File: src/rtl/rotation_line_parser.sv
// ASCII line parser feeding the rotation coprocessor: "L<digits>" / "R<digits>" records
// become sign-extended values, emitted as paced single-cycle strobes.
module rotation_line_parser #(
    parameter int WIDTH_DOUT    = 128,
    parameter int WIDTH_COMPUTE = 32,
    parameter int MAX_DIGITS    = 9,
    parameter int MIN_GAP       = 64
) (
    input  logic                  clk,
    input  logic                  rst,
    input  logic [7:0]            rx_data,
    input  logic                  rx_valid,
    output logic [WIDTH_DOUT-1:0] dout,
    output logic                  dout_valid,
    output logic [15:0]           rec_count,
    output logic [7:0]            err_count,
    output logic                  busy
);

    localparam int CNT_W = $clog2(MAX_DIGITS + 1);
    localparam int GAP_W = $clog2(MIN_GAP + 1);
    localparam logic [CNT_W-1:0] MAX_CNT    = CNT_W'(MAX_DIGITS);
    localparam logic [GAP_W-1:0] GAP_RELOAD = GAP_W'(MIN_GAP - 1);

    typedef enum logic [1:0] {
        IDLE,
        DIGITS,
        DISCARD
    } state_t;

    state_t                   state;
    logic                     dir_r;
    logic [WIDTH_COMPUTE-1:0] acc;
    logic [CNT_W-1:0]         dig_cnt;
    logic                     pending;
    logic [WIDTH_COMPUTE-1:0] pend_val;
    logic [GAP_W-1:0]         gap;

    // Byte classification
    logic is_digit, is_eol, is_blank, is_l, is_r;
    assign is_digit = (rx_data >= 8'h30) && (rx_data <= 8'h39);
    assign is_eol   = (rx_data == 8'h0D) || (rx_data == 8'h0A);
    assign is_blank = (rx_data == 8'h20);
    assign is_l     = (rx_data == 8'h4C);
    assign is_r     = (rx_data == 8'h52);

    // acc*10 + digit as two shifts and adds
    logic [WIDTH_COMPUTE-1:0] acc_next;
    logic [WIDTH_COMPUTE-1:0] rec_value;
    assign acc_next  = (acc << 3) + (acc << 1) + {{(WIDTH_COMPUTE-4){1'b0}}, rx_data[3:0]};
    assign rec_value = dir_r ? acc : -acc;

    logic rec_done, parse_err, emit_now, overflow, err_inc;
    logic pending_next;
    logic [GAP_W-1:0] gap_next;

    // NOTE: every signal driven here gets a default first, so no path leaves it
    // unassigned and no latch is inferred.
    always_comb begin
        rec_done  = 1'b0;
        parse_err = 1'b0;
        if (rx_valid) begin
            unique case (state)
                IDLE: parse_err = !(is_l || is_r || is_eol || is_blank);
                DIGITS: begin
                    if (is_digit) begin
                        parse_err = (dig_cnt == MAX_CNT);
                    end else if (is_eol) begin
                        rec_done  = (dig_cnt != '0);
                        parse_err = (dig_cnt == '0);
                    end else begin
                        parse_err = 1'b1;
                    end
                end
                default: ;
            endcase
        end
    end

    // A record finishing on the emission cycle takes the slot being freed.
    always_comb begin
        emit_now = pending && (gap == '0);
        overflow = rec_done && pending && !emit_now;
        err_inc  = parse_err || overflow;

        pending_next = pending;
        if (rec_done && (!pending || emit_now))
            pending_next = 1'b1;
        else if (emit_now)
            pending_next = 1'b0;

        gap_next = gap;
        if (emit_now)
            gap_next = GAP_RELOAD;
        else if (gap != '0)
            gap_next = gap - 1'b1;
    end

    // NOTE: all state updates use non-blocking assignments so every register
    // samples the pre-edge values regardless of statement order.
    always_ff @(posedge clk) begin
        if (rst) begin
            // NOTE: reset is synchronous; it is only seen on a clock edge.
            state      <= IDLE;
            dir_r      <= 1'b0;
            acc        <= '0;
            dig_cnt    <= '0;
            pending    <= 1'b0;
            pend_val   <= '0;
            gap        <= '0;
            dout       <= '0;
            dout_valid <= 1'b0;
            rec_count  <= '0;
            err_count  <= '0;
            busy       <= 1'b0;
        end else begin
            dout_valid <= emit_now;
            pending    <= pending_next;
            gap        <= gap_next;
            busy       <= pending_next || (gap_next != '0);

            if (emit_now) begin
                dout      <= {{(WIDTH_DOUT-WIDTH_COMPUTE){pend_val[WIDTH_COMPUTE-1]}}, pend_val};
                rec_count <= rec_count + 16'd1;
            end

            if (rec_done && (!pending || emit_now))
                pend_val <= rec_value;

            if (err_inc && (err_count != 8'hFF))
                err_count <= err_count + 8'd1;

            if (rx_valid) begin
                unique case (state)
                    IDLE: begin
                        if (is_l || is_r) begin
                            dir_r   <= is_r;
                            acc     <= '0;
                            dig_cnt <= '0;
                            state   <= DIGITS;
                        end else if (!(is_eol || is_blank)) begin
                            state <= DISCARD;
                        end
                    end
                    DIGITS: begin
                        if (is_digit) begin
                            if (dig_cnt == MAX_CNT) begin
                                state <= DISCARD;
                            end else begin
                                acc     <= acc_next;
                                dig_cnt <= dig_cnt + 1'b1;
                            end
                        end else if (is_eol) begin
                            state <= IDLE;
                        end else begin
                            state <= DISCARD;
                        end
                    end
                    DISCARD: begin
                        if (is_eol)
                            state <= IDLE;
                    end
                    default: state <= IDLE;
                endcase
            end
        end
    end

endmodule
File: config.mk
export PLATFORM = sky130hd
export DESIGN_NAME = rotation_line_parser
export DESIGN_NICKNAME = d
export VERILOG_FILES = /design/src/rtl/rotation_line_parser.sv
export SDC_FILE = /design/constraint.sdc
export NUM_CORES = 1
export LEC_CHECK = 0
export ABC_AREA = 1
export CAP_MARGIN = 20
export CORE_MARGIN = 8
export CORE_UTILIZATION = 40
export DETAILED_ROUTE_END_ITERATION = 12
export SETUP_SLACK_MARGIN = 0.15
export SLEW_MARGIN = 30
export SYNTH_ARGS = -nofsm -noshare
export SYNTH_HDL_FRONTEND = slang
export SYNTH_SLANG_ARGS = --single-unit
File: constraint.sdc
create_clock -name clk -period 7.5 [get_ports clk]
set_input_delay 1.5 -clock clk [delete_from_list [all_inputs] [get_ports clk]]
set_output_delay 1.5 -clock clk [all_outputs]
set_load 0.02 [all_outputs]
==> impl_metrics.py, run 1 <==
metrics = {
    "outcome": {
        "outcome": "finished clean",
    },
    "pwr": {
        "p_leak_nw": 5.53,
        "vdd_ir_drop_max_mv": 0.124,
        "powerDensity_nw_per_um2": 161,
    },
    "setup_path": {
        "worst-path-max-fanout": 6,
        "startpoint_type": "primary input",
        "timing.rr.end": "acc[14]",
        "r2r_cells": 11,
        "critPathCaptureType": "register",
        "arrival_ns": 4.13,
        "required_ns": 7.77,
        "ff2ff_setup_slack_ns": 4.84,
        "rr_startpoint": "acc[0]",
        "worstSetupPathType": "primary input to register",
    },
    "synthesis": {
        "syn-num-nets": 1565,
        "syn_area_per_cell_sq_um": 6.56,
        "ys_warn_count": 0,
        "synth_edf_count": 0,
        "async_reset_ff_share_pct": 0,
        "synth_area_leaders": "dfxtp_1 (28%), nand2_1 (13%), ha_1 (8.3%)",
        "ys_top_cells_by_count": "nand2_1 (346), inv_1 (170), nor2_1 (166)",
        "ys.flop_type": "dfxtp_1",
        "synth_seq_area_share_pct": 28.1,
        "synth_area_sq_um": 9750,
        "ys_seq_elements": 137,
        "synthCells": 1487,
        "yosysMostFrequentCell": "nand2_1",
        "yosysTopAreaCell": "dfxtp_1",
        "synth_top_area_share_pct": 28.1,
        "yosysUniqueCellTypes": 41,
    },
    "timing": {
        "finalMaxSlewViolations": 0,
        "relSlewSlack_pct": 40.8,
        "fin_crit_ns": 3.87,
        "finClkSkew_ns": 0.0117,
        "fin_hold_ws_ns": 0.463,
        "finalCritPeriodShare_pct": 51.6,
        "worst_slew_pin_slew_ns": 0.888,
        "rsz0062_at_grt": "false",
        "setup_viol": 0,
        "fmax_ghz": 0.259,
        "hold_viol": 0,
        "tns_ns": 0,
    },
    "final_layout": {
        "diodes": 0,
        "synthToLayoutAreaGrowth_pct": 17.9,
        "drive_above_1_share_pct": 5.48,
        "layout.nets": 1617,
        "nFillCells": 2545,
        "final_cell_area_sq_um": 11500,
    },
    "global_route": {
        "grt_usage_pct": 17.5,
        "antenna_found_initial": 0,
        "grt_pass1_vias": 8341,
        "grt_pass1_wl_mm": 42.5,
        "grt_max_degree": 98,
        "grt_overflow_total": 0,
    },
    "clock_network": {
        "clkLatencyLatePin_ns": 0.42,
        "numCtsBuffers": 17,
        "h-tree-depth": 4,
        "clockBufferDepth": 2,
        "numClockSinks": 137,
        "cts-resized-gates": 0,
        "cts_setup_buffers": 0,
        "clk_pin_slew_ns": 0.06,
        "cts_tree": "built",
        "hold_buffers": 0,
        "cts-root-buf": "clkbuf_16",
    },
    "detailed_routing": {
        "wirelength_mm": 26.4,
        "first_pass_iters": 5,
        "ant_nets": 0,
        "avgViaCountPerCell": 4.92,
        "vias": 9221,
        "dr.first_iter.drc_count": 584,
        "drc": 0,
        "post_drt_wl_per_cell_um": 14.1,
    },
    "die": {
        "die_h_um": 172,
        "fp-row-count": 57,
        "core_area_sq_um": 24100,
        "start_util_pct": 40.4,
        "dieArea_sq_um": 29600,
        "die_w_um": 172,
        "ios": 165,
    },
    "placement": {
        "gp_congestion": 0.899,
        "hpwl_mm": 20.1,
        "placed_cell_area_sq_um": 10900,
        "io_buffers": 164,
    },
    "worst_hold_path": {
        "hold_depth": 2,
        "min_from": "pend_val[18]",
        "min_to": "dout[18]",
        "hp-class": "register to register",
    },
    "job": {
        "max_cap_viol_count": 0,
    },
}
-- cells in the final DEF (no fill, tap or decap), types with 9 or more instances in the layout --
cell type	count
o21ai_0	86
nor2_1	166
clkbuf_16	17
clkdlybuf4s50_1	163
a21oi_1	114
dfxtp_1	136
xnor2_1	9
xor2_1	29
nand4_1	20
nand2_1	346
or2_2	9
nor3_1	24
inv_2	10
ha_1	65
nand3_1	100
inv_1	169
-- kinds of logic after synthesis --
logic type                 Yosys count  share of synthesized area [%]
xor gates and xnor gates            38                           3.41
adders and majority gates           67                           8.75
buffers and inverters              316                           16.4
AOI/OAI and AO/OA                  233                           12.8
and+or+nand+nor                    696                           30.5
DFF                                137                           28.1
-- stage by stage --
step	std cells	utilization [%]	worst slack, ns	total power (W)
2_1_floorplan	1487	-	3.66	0.000973
3_3_place_gp	1844	45.2	3.25	0.00103
3_5_place_dp	1844	45.3	3.21	0.00104
4_1_cts	1876	47.7	3.65	0.00187
5_1_grt	1876	47.7	3.42	0.00195
6_report	1876	47.7	3.63	0.00186
-- worst max-delay path, cell delays in order --
cell	delay, ns
clkdlybuf4s50_1	0.52
inv_1	0.09
fa_1	0.53
inv_1	0.07
fa_1	0.47
nand3_1	0.11
nand3_1	0.18
nand3_1	0.12
nand3_1	0.12
or2_2	0.30
nand3_1	0.07
a21oi_1	0.06
-- power breakdown --
part / leakage, nW / total [W] / switching, W / internal (W)
logic: 4.14 / 0.000262 / 0.000169 / 0.0000931
registers: 1.11 / 0.000759 / 0.0000151 / 0.000744
clock network: 0.283 / 0.000834 / 0.000352 / 0.000482
total: 5.53 / 0.00186 / 0.000536 / 0.00132
-- worst max-delay path by stage --
stage | startpoint | to | cells past startpoint
2_1_floorplan | dout[31] | dout[100] | 1
3_3_place_gp | rx_data[3] | acc[14] | 12
3_5_place_dp | rx_data[3] | acc[14] | 12
4_1_cts | rx_data[3] | acc[14] | 12
5_1_grt | rx_data[3] | acc[24] | 14
6_report | rx_data[3] | acc[14] | 12
-- cell type report --
| type | instances | area (sq um) | area share, % |
|---|---|---|---|
| multi-input cells | 1034 | 5410 | 47.0 |
| flip-flops and latches | 137 | 2740 | 23.9 |
| repair buffers | 169 | 1670 | 14.6 |
| inverters | 180 | 678 | 5.90 |
| clock buffers | 19 | 453 | 3.94 |
| well taps | 324 | 405 | 3.53 |
| clock inverters | 13 | 131 | 1.14 |
-- registers in the layout (all words and copies together) (netlist names) --
signal / count
acc: 32
pend_val: 32
pending: 1
dig_cnt: 4
state: 2
dir_r: 1
busy: 1
gap: 7
err_count: 8
dout: 32
dout_valid: 1
rec_count: 16
-- metal layers --
metal  vias up  track usage [%]  routed length (um)
met5         -                0                   0
met2       277             27.7               11100
li1       4807                -                   -
met1      4108             24.1               12600
met4         0             4.65                 384
met3        29             3.29                2260
No activity file was read; power rests on OpenSTA's default activity.
==> run 2: changes to the inputs <==
Settings changed: PLACE_DENSITY set to 0.65.
Clock period 7.5 ns to 3.5 ns, I/O delays scaled along.
==> impl_metrics.py, run 2 (synthesis results as in run 1) <==
metrics = {
    "detailed_routing": {
        "post_drt_wl_per_cell_um": 13.9,
        "drc": 0,
        "wirelength_mm": 26.2,
        "avgViaCountPerCell": 4.94,
        "ant_nets": 0,
        "first_pass_iters": 6,
        "dr.first_iter.drc_count": 664,
        "vias": 9294,
    },
    "global_route": {
        "grt_usage_pct": 17.7,
        "antenna_found_initial": 0,
        "grt_overflow_total": 0,
        "grt_pass1_vias": 8846,
        "grt_max_degree": 98,
        "grt_pass1_wl_mm": 43.2,
    },
    "timing": {
        "fmax_ghz": 0.328,
        "setup_viol": 0,
        "rsz0062_at_grt": "false",
        "finalMaxSlewViolations": 0,
        "finClkSkew_ns": 0.0190,
        "setup_slack_ns": 0.455,
        "tns_ns": 0,
        "relSlewSlack_pct": 41.9,
        "worst_slew_pin_slew_ns": 0.870,
        "hold_viol": 0,
        "fin_crit_ns": 3.04,
        "finalCritPeriodShare_pct": 87.0,
    },
    "setup_path": {
        "startpoint_type": "primary input",
        "rr_startpoint": "acc[23]",
        "worstSetupPathType": "primary input to register",
        "required_ns": 3.77,
        "worst-path-max-fanout": 6,
        "critPathCaptureType": "register",
        "r2r_cells": 12,
        "ff2ff_setup_slack_ns": 0.82,
        "timing.rr.end": "acc[29]",
        "arrival_ns": 3.31,
    },
    "final_layout": {
        "final_common_cell": "nand2_1",
        "nFillCells": 2458,
        "layout.nets": 1623,
        "synthToLayoutAreaGrowth_pct": 18.6,
        "drive_above_1_share_pct": 5.78,
        "final_cell_mix": "nand2_1 (346), inv_1 (168), nor2_1 (166)",
        "top_regs": "acc: 32 flops, dout: 32 flops, pend_val: 32 flops",
        "diodes": 0,
        "final_cell_area_sq_um": 11600,
    },
    "clock_network": {
        "clockBufferDepth": 2,
        "hold_buffers": 0,
        "cts-root-buf": "clkbuf_16",
        "cts_setup_buffers": 0,
        "clkLatencyLatePin_ns": 0.43,
        "numClockSinks": 137,
        "cts-resized-gates": 0,
        "h-tree-depth": 4,
        "cts_tree": "built",
        "clk_pin_slew_ns": 0.06,
        "numCtsBuffers": 17,
    },
    "outcome": {
        "outcome": "finished clean",
    },
    "pwr": {
        "powerDensity_nw_per_um2": 355,
        "vdd_ir_drop_max_mv": 0.310,
        "p_total_w": 0.00410,
        "p_leak_nw": 5.58,
    },
    "die": {
        "die_h_um": 172,
        "fp-row-count": 57,
        "dieArea_sq_um": 29600,
        "ios": 165,
        "start_util_pct": 40.4,
        "core_area_sq_um": 24100,
        "die_w_um": 172,
    },
    "worst_hold_path": {
        "min_to": "dout[20]",
        "hp-class": "register to register",
        "hold_depth": 2,
        "min_from": "pend_val[20]",
    },
    "placement": {
        "placed_cell_area_sq_um": 11000,
        "gp_congestion": 0.912,
        "pre_cts_slack_ns": 0.0411,
        "hpwl_mm": 19.9,
        "io_buffers": 164,
    },
    "job": {
        "max_cap_viol_count": 0,
    },
}
==> run 2: worst max path at each step <==
stage | from | end | slack [ns] | cells after the start
2_1_floorplan | dout[31] | dout[100] | 0.46 | 1
3_3_place_gp | rx_data[3] | acc[14] | 0.08 | 12
3_5_place_dp | rx_data[3] | acc[14] | 0.04 | 12
4_1_cts | rx_data[3] | acc[14] | 0.46 | 12
5_1_grt | rx_data[3] | acc[8] | 0.23 | 13
6_report | rx_data[3] | acc[14] | 0.46 | 12
==> run 2: through the flow <==
step | instances | hold WS [ns] | util (%)
after floorplan | 1487 | 0.430 | -
after global routing | 1882 | 0.496 | 48.0
after global placement | 1850 | 0.453 | 45.4
after CTS | 1882 | 0.482 | 48.0
final | 1882 | 0.476 | 48.0
after detailed placement | 1850 | 0.458 | 45.4
==> run 2: critical path: stages <==
cell             delay, ns
clkdlybuf4s50_1       0.52
inv_1                 0.09
fa_1                  0.54
inv_1                 0.07
fa_1                  0.44
nand3_1               0.10
nand3_1               0.18
nand3_1               0.14
nand3_1               0.11
or2_2                 0.29
nand3_1               0.06
a21oi_1               0.06
==> run 2: metal layers <==
layer | global-route usage [%] | wire [um]
met5 | 0 | 0
met4 | 6.78 | 587
met3 | 3.77 | 2340
met2 | 29.0 | 11200
met1 | 22.6 | 12000
==> run 2: where the power goes <==
part | internal (W) | leakage (nW) | switching, W
clock network | 0.00114 | 0.301 | 0.000765
logic | 0.000202 | 4.18 | 0.000363
registers | 0.00159 | 1.11 | 0.0000307
total | 0.00294 | 5.58 | 0.00116
==> run 2: area by class of cell <==
type                    count  area [sq um]  share of cell area [%]
clock inverters            13           183                    1.58
repair buffers            175          1720                    14.9
clock buffers              19           433                    3.74
multi-input cells        1034          5410                    46.7
flip-flops and latches    137          2740                    23.7
well taps                 324           405                    3.50
inverters                 180           676                    5.84
==> run 3: changes to the inputs <==
Settings changed: CORE_UTILIZATION 40 to 49, PLACE_DENSITY 0.65 to 0.78.
==> impl_metrics.py, run 3 (synthesis results as in run 1) <==
metrics = {
    "detailed_routing": {
        "dr.first_iter.drc_count": 630,
        "met2RoutedLength_mm": 11.4,
        "avgViaCountPerCell": 5.23,
        "highest_layer": "met4",
        "first_pass_iters": 5,
        "wirelength_mm": 25.9,
        "post_drt_wl_per_cell_um": 14.2,
        "ant_nets": 0,
        "met3_wirelength_mm": 2.69,
        "wl_met1_mm": 11.2,
        "vias": 9524,
        "drc": 0,
    },
    "setup_path": {
        "worstSetupPathType": "primary input to register",
        "arrival_ns": 3.36,
        "cp.depth": 13,
        "cp.buffers_inverters": 3,
        "timing.rr.end": "acc[8]",
        "startpoint_type": "primary input",
        "required_ns": 3.78,
        "crit_slowest_cell": "fa_1",
        "crit_family": "adder cells",
        "critPathCaptureType": "register",
        "slowest_delay_ns": 0.54,
        "cp_cell_sequence": "clkdlybuf4s50_1 > inv_1 > fa_1 > inv_1 > fa_1 > nand3_1 > nand3_1 > nand2_1 > nand2_1 > o21ai_0 > a21oi_1 > o21ai_0 > a21oi_1",
        "worst-path-max-fanout": 6,
        "rr_startpoint": "acc[0]",
        "crit_end": "acc[8]",
        "ff2ff_setup_slack_ns": 0.85,
        "startpoint": "rx_data[3]",
        "r2r_cells": 12,
    },
    "timing": {
        "relSlewSlack_pct": 43.3,
        "finalMaxSlewViolations": 0,
        "worst_slew_pin_slew_ns": 0.849,
        "hold_viol": 0,
        "rsz0062_at_grt": "false",
        "setup_viol": 0,
        "finalCritPeriodShare_pct": 87.9,
        "fin_crit_ns": 3.08,
        "finClkSkew_ns": 0.0112,
        "tns_ns": 0,
        "fmax_ghz": 0.325,
    },
    "clock_network": {
        "clockBufferDepth": 2,
        "h-tree-depth": 4,
        "clkLatencyLatePin_ns": 0.43,
        "numCtsBuffers": 17,
        "hold_buffers": 0,
        "cts-root-buf": "clkbuf_16",
        "cts_setup_buffers": 0,
        "cts_tree": "built",
        "numClockSinks": 137,
        "clk_pin_slew_ns": 0.06,
        "cts-resized-gates": 0,
    },
    "final_layout": {
        "final_common_cell": "nand2_1",
        "layout.nets": 1623,
        "top_regs": "acc: 32 flops, dout: 32 flops, pend_val: 32 flops",
        "instances_no_fill": 1820,
        "diodes": 0,
        "drive_above_1_share_pct": 5.66,
        "final_cell_mix": "nand2_1 (346), inv_1 (169), nor2_1 (166)",
        "final_cell_area_sq_um": 11500,
        "synthToLayoutAreaGrowth_pct": 18.0,
    },
    "die": {
        "dieArea_sq_um": 24700,
        "die_w_um": 157,
        "fp-row-count": 51,
        "ios": 165,
        "core_area_sq_um": 19500,
        "die_h_um": 157,
        "start_util_pct": 49.9,
    },
    "job": {
        "max_cap_viol_count": 0,
    },
    "worst_hold_path": {
        "hold_depth": 2,
        "hp-class": "register to register",
    },
    "placement": {
        "gp_congestion": 0.956,
        "placed_cell_area_sq_um": 10900,
        "hpwl_mm": 19.9,
        "dp.cells": 1791,
        "io_buffers": 164,
    },
    "global_route": {
        "grt_overflow_total": 0,
        "grt_usage_pct": 20.7,
        "antenna_found_initial": 0,
        "grt_pass1_vias": 8645,
        "grt_pass1_wl_mm": 42.1,
        "grt_max_degree": 98,
    },
    "outcome": {
        "outcome": "finished clean",
    },
    "pwr": {
        "vdd_ir_drop_max_mv": 0.275,
        "powerDensity_nw_per_um2": 351,
        "p_leak_nw": 5.58,
    },
}
## run 3: how the worst min path moves through the flow
stage                 start  endpoint  slack (ns)
2_1_floorplan  pend_val[18]  dout[18]        0.43
3_3_place_gp   pend_val[31]  dout[31]        0.46
3_5_place_dp   pend_val[18]  dout[18]        0.46
4_1_cts        pend_val[31]  dout[31]        0.47
5_1_grt        pend_val[31]  dout[31]        0.50
6_report       pend_val[31]  dout[31]        0.47
## run 3: routing by layer
metal	global-route usage [%]	up-vias
met5	0	-
met4	7.71	0
met3	4.25	42
met2	34.1	372
met1	26.3	4290
li1	-	4820
## run 3: metrics by stage
| stage | hold slack [ns] | setup slack, ns | total power [W] | utilization (%) |
|---|---|---|---|---|
| after floorplan | 0.430 | 0.455 | 0.00209 | - |
| after global placement | 0.457 | 0.0937 | 0.00220 | 55.8 |
| after detailed placement | 0.463 | 0.0301 | 0.00222 | 55.8 |
| after CTS | 0.473 | 0.450 | 0.00406 | 58.9 |
| after global routing | 0.500 | 0.205 | 0.00421 | 58.9 |
| final | 0.474 | 0.422 | 0.00404 | 58.9 |
## run 3: final cells by class
type,instances,area [sq um]
multi-input combinational,1034,5410
clock inverter,10,146
timing repair buffer,175,1740
clock buffer,19,453
inverter,180,676
tap,265,332
sequential,137,2740
fill,1836,8020
## run 3: power breakdown
part | switching (W) | internal, W
clock network | 0.000696 | 0.00115
logic | 0.000363 | 0.000202
registers | 0.0000326 | 0.00160
total | 0.00109 | 0.00295
## run 3: worst reg2reg max path: cells and delay by family, from the launching register on
| family | cells | cell delay (ns) |
|---|---|---|
| and+or+nand+nor | 4 | 0.53 |
| DFF | 1 | 0.35 |
| buffers and inverters | 2 | 0.21 |
| AOI/OAI and AO/OA | 4 | 0.45 |
| adders and majority gates | 2 | 0.97 |
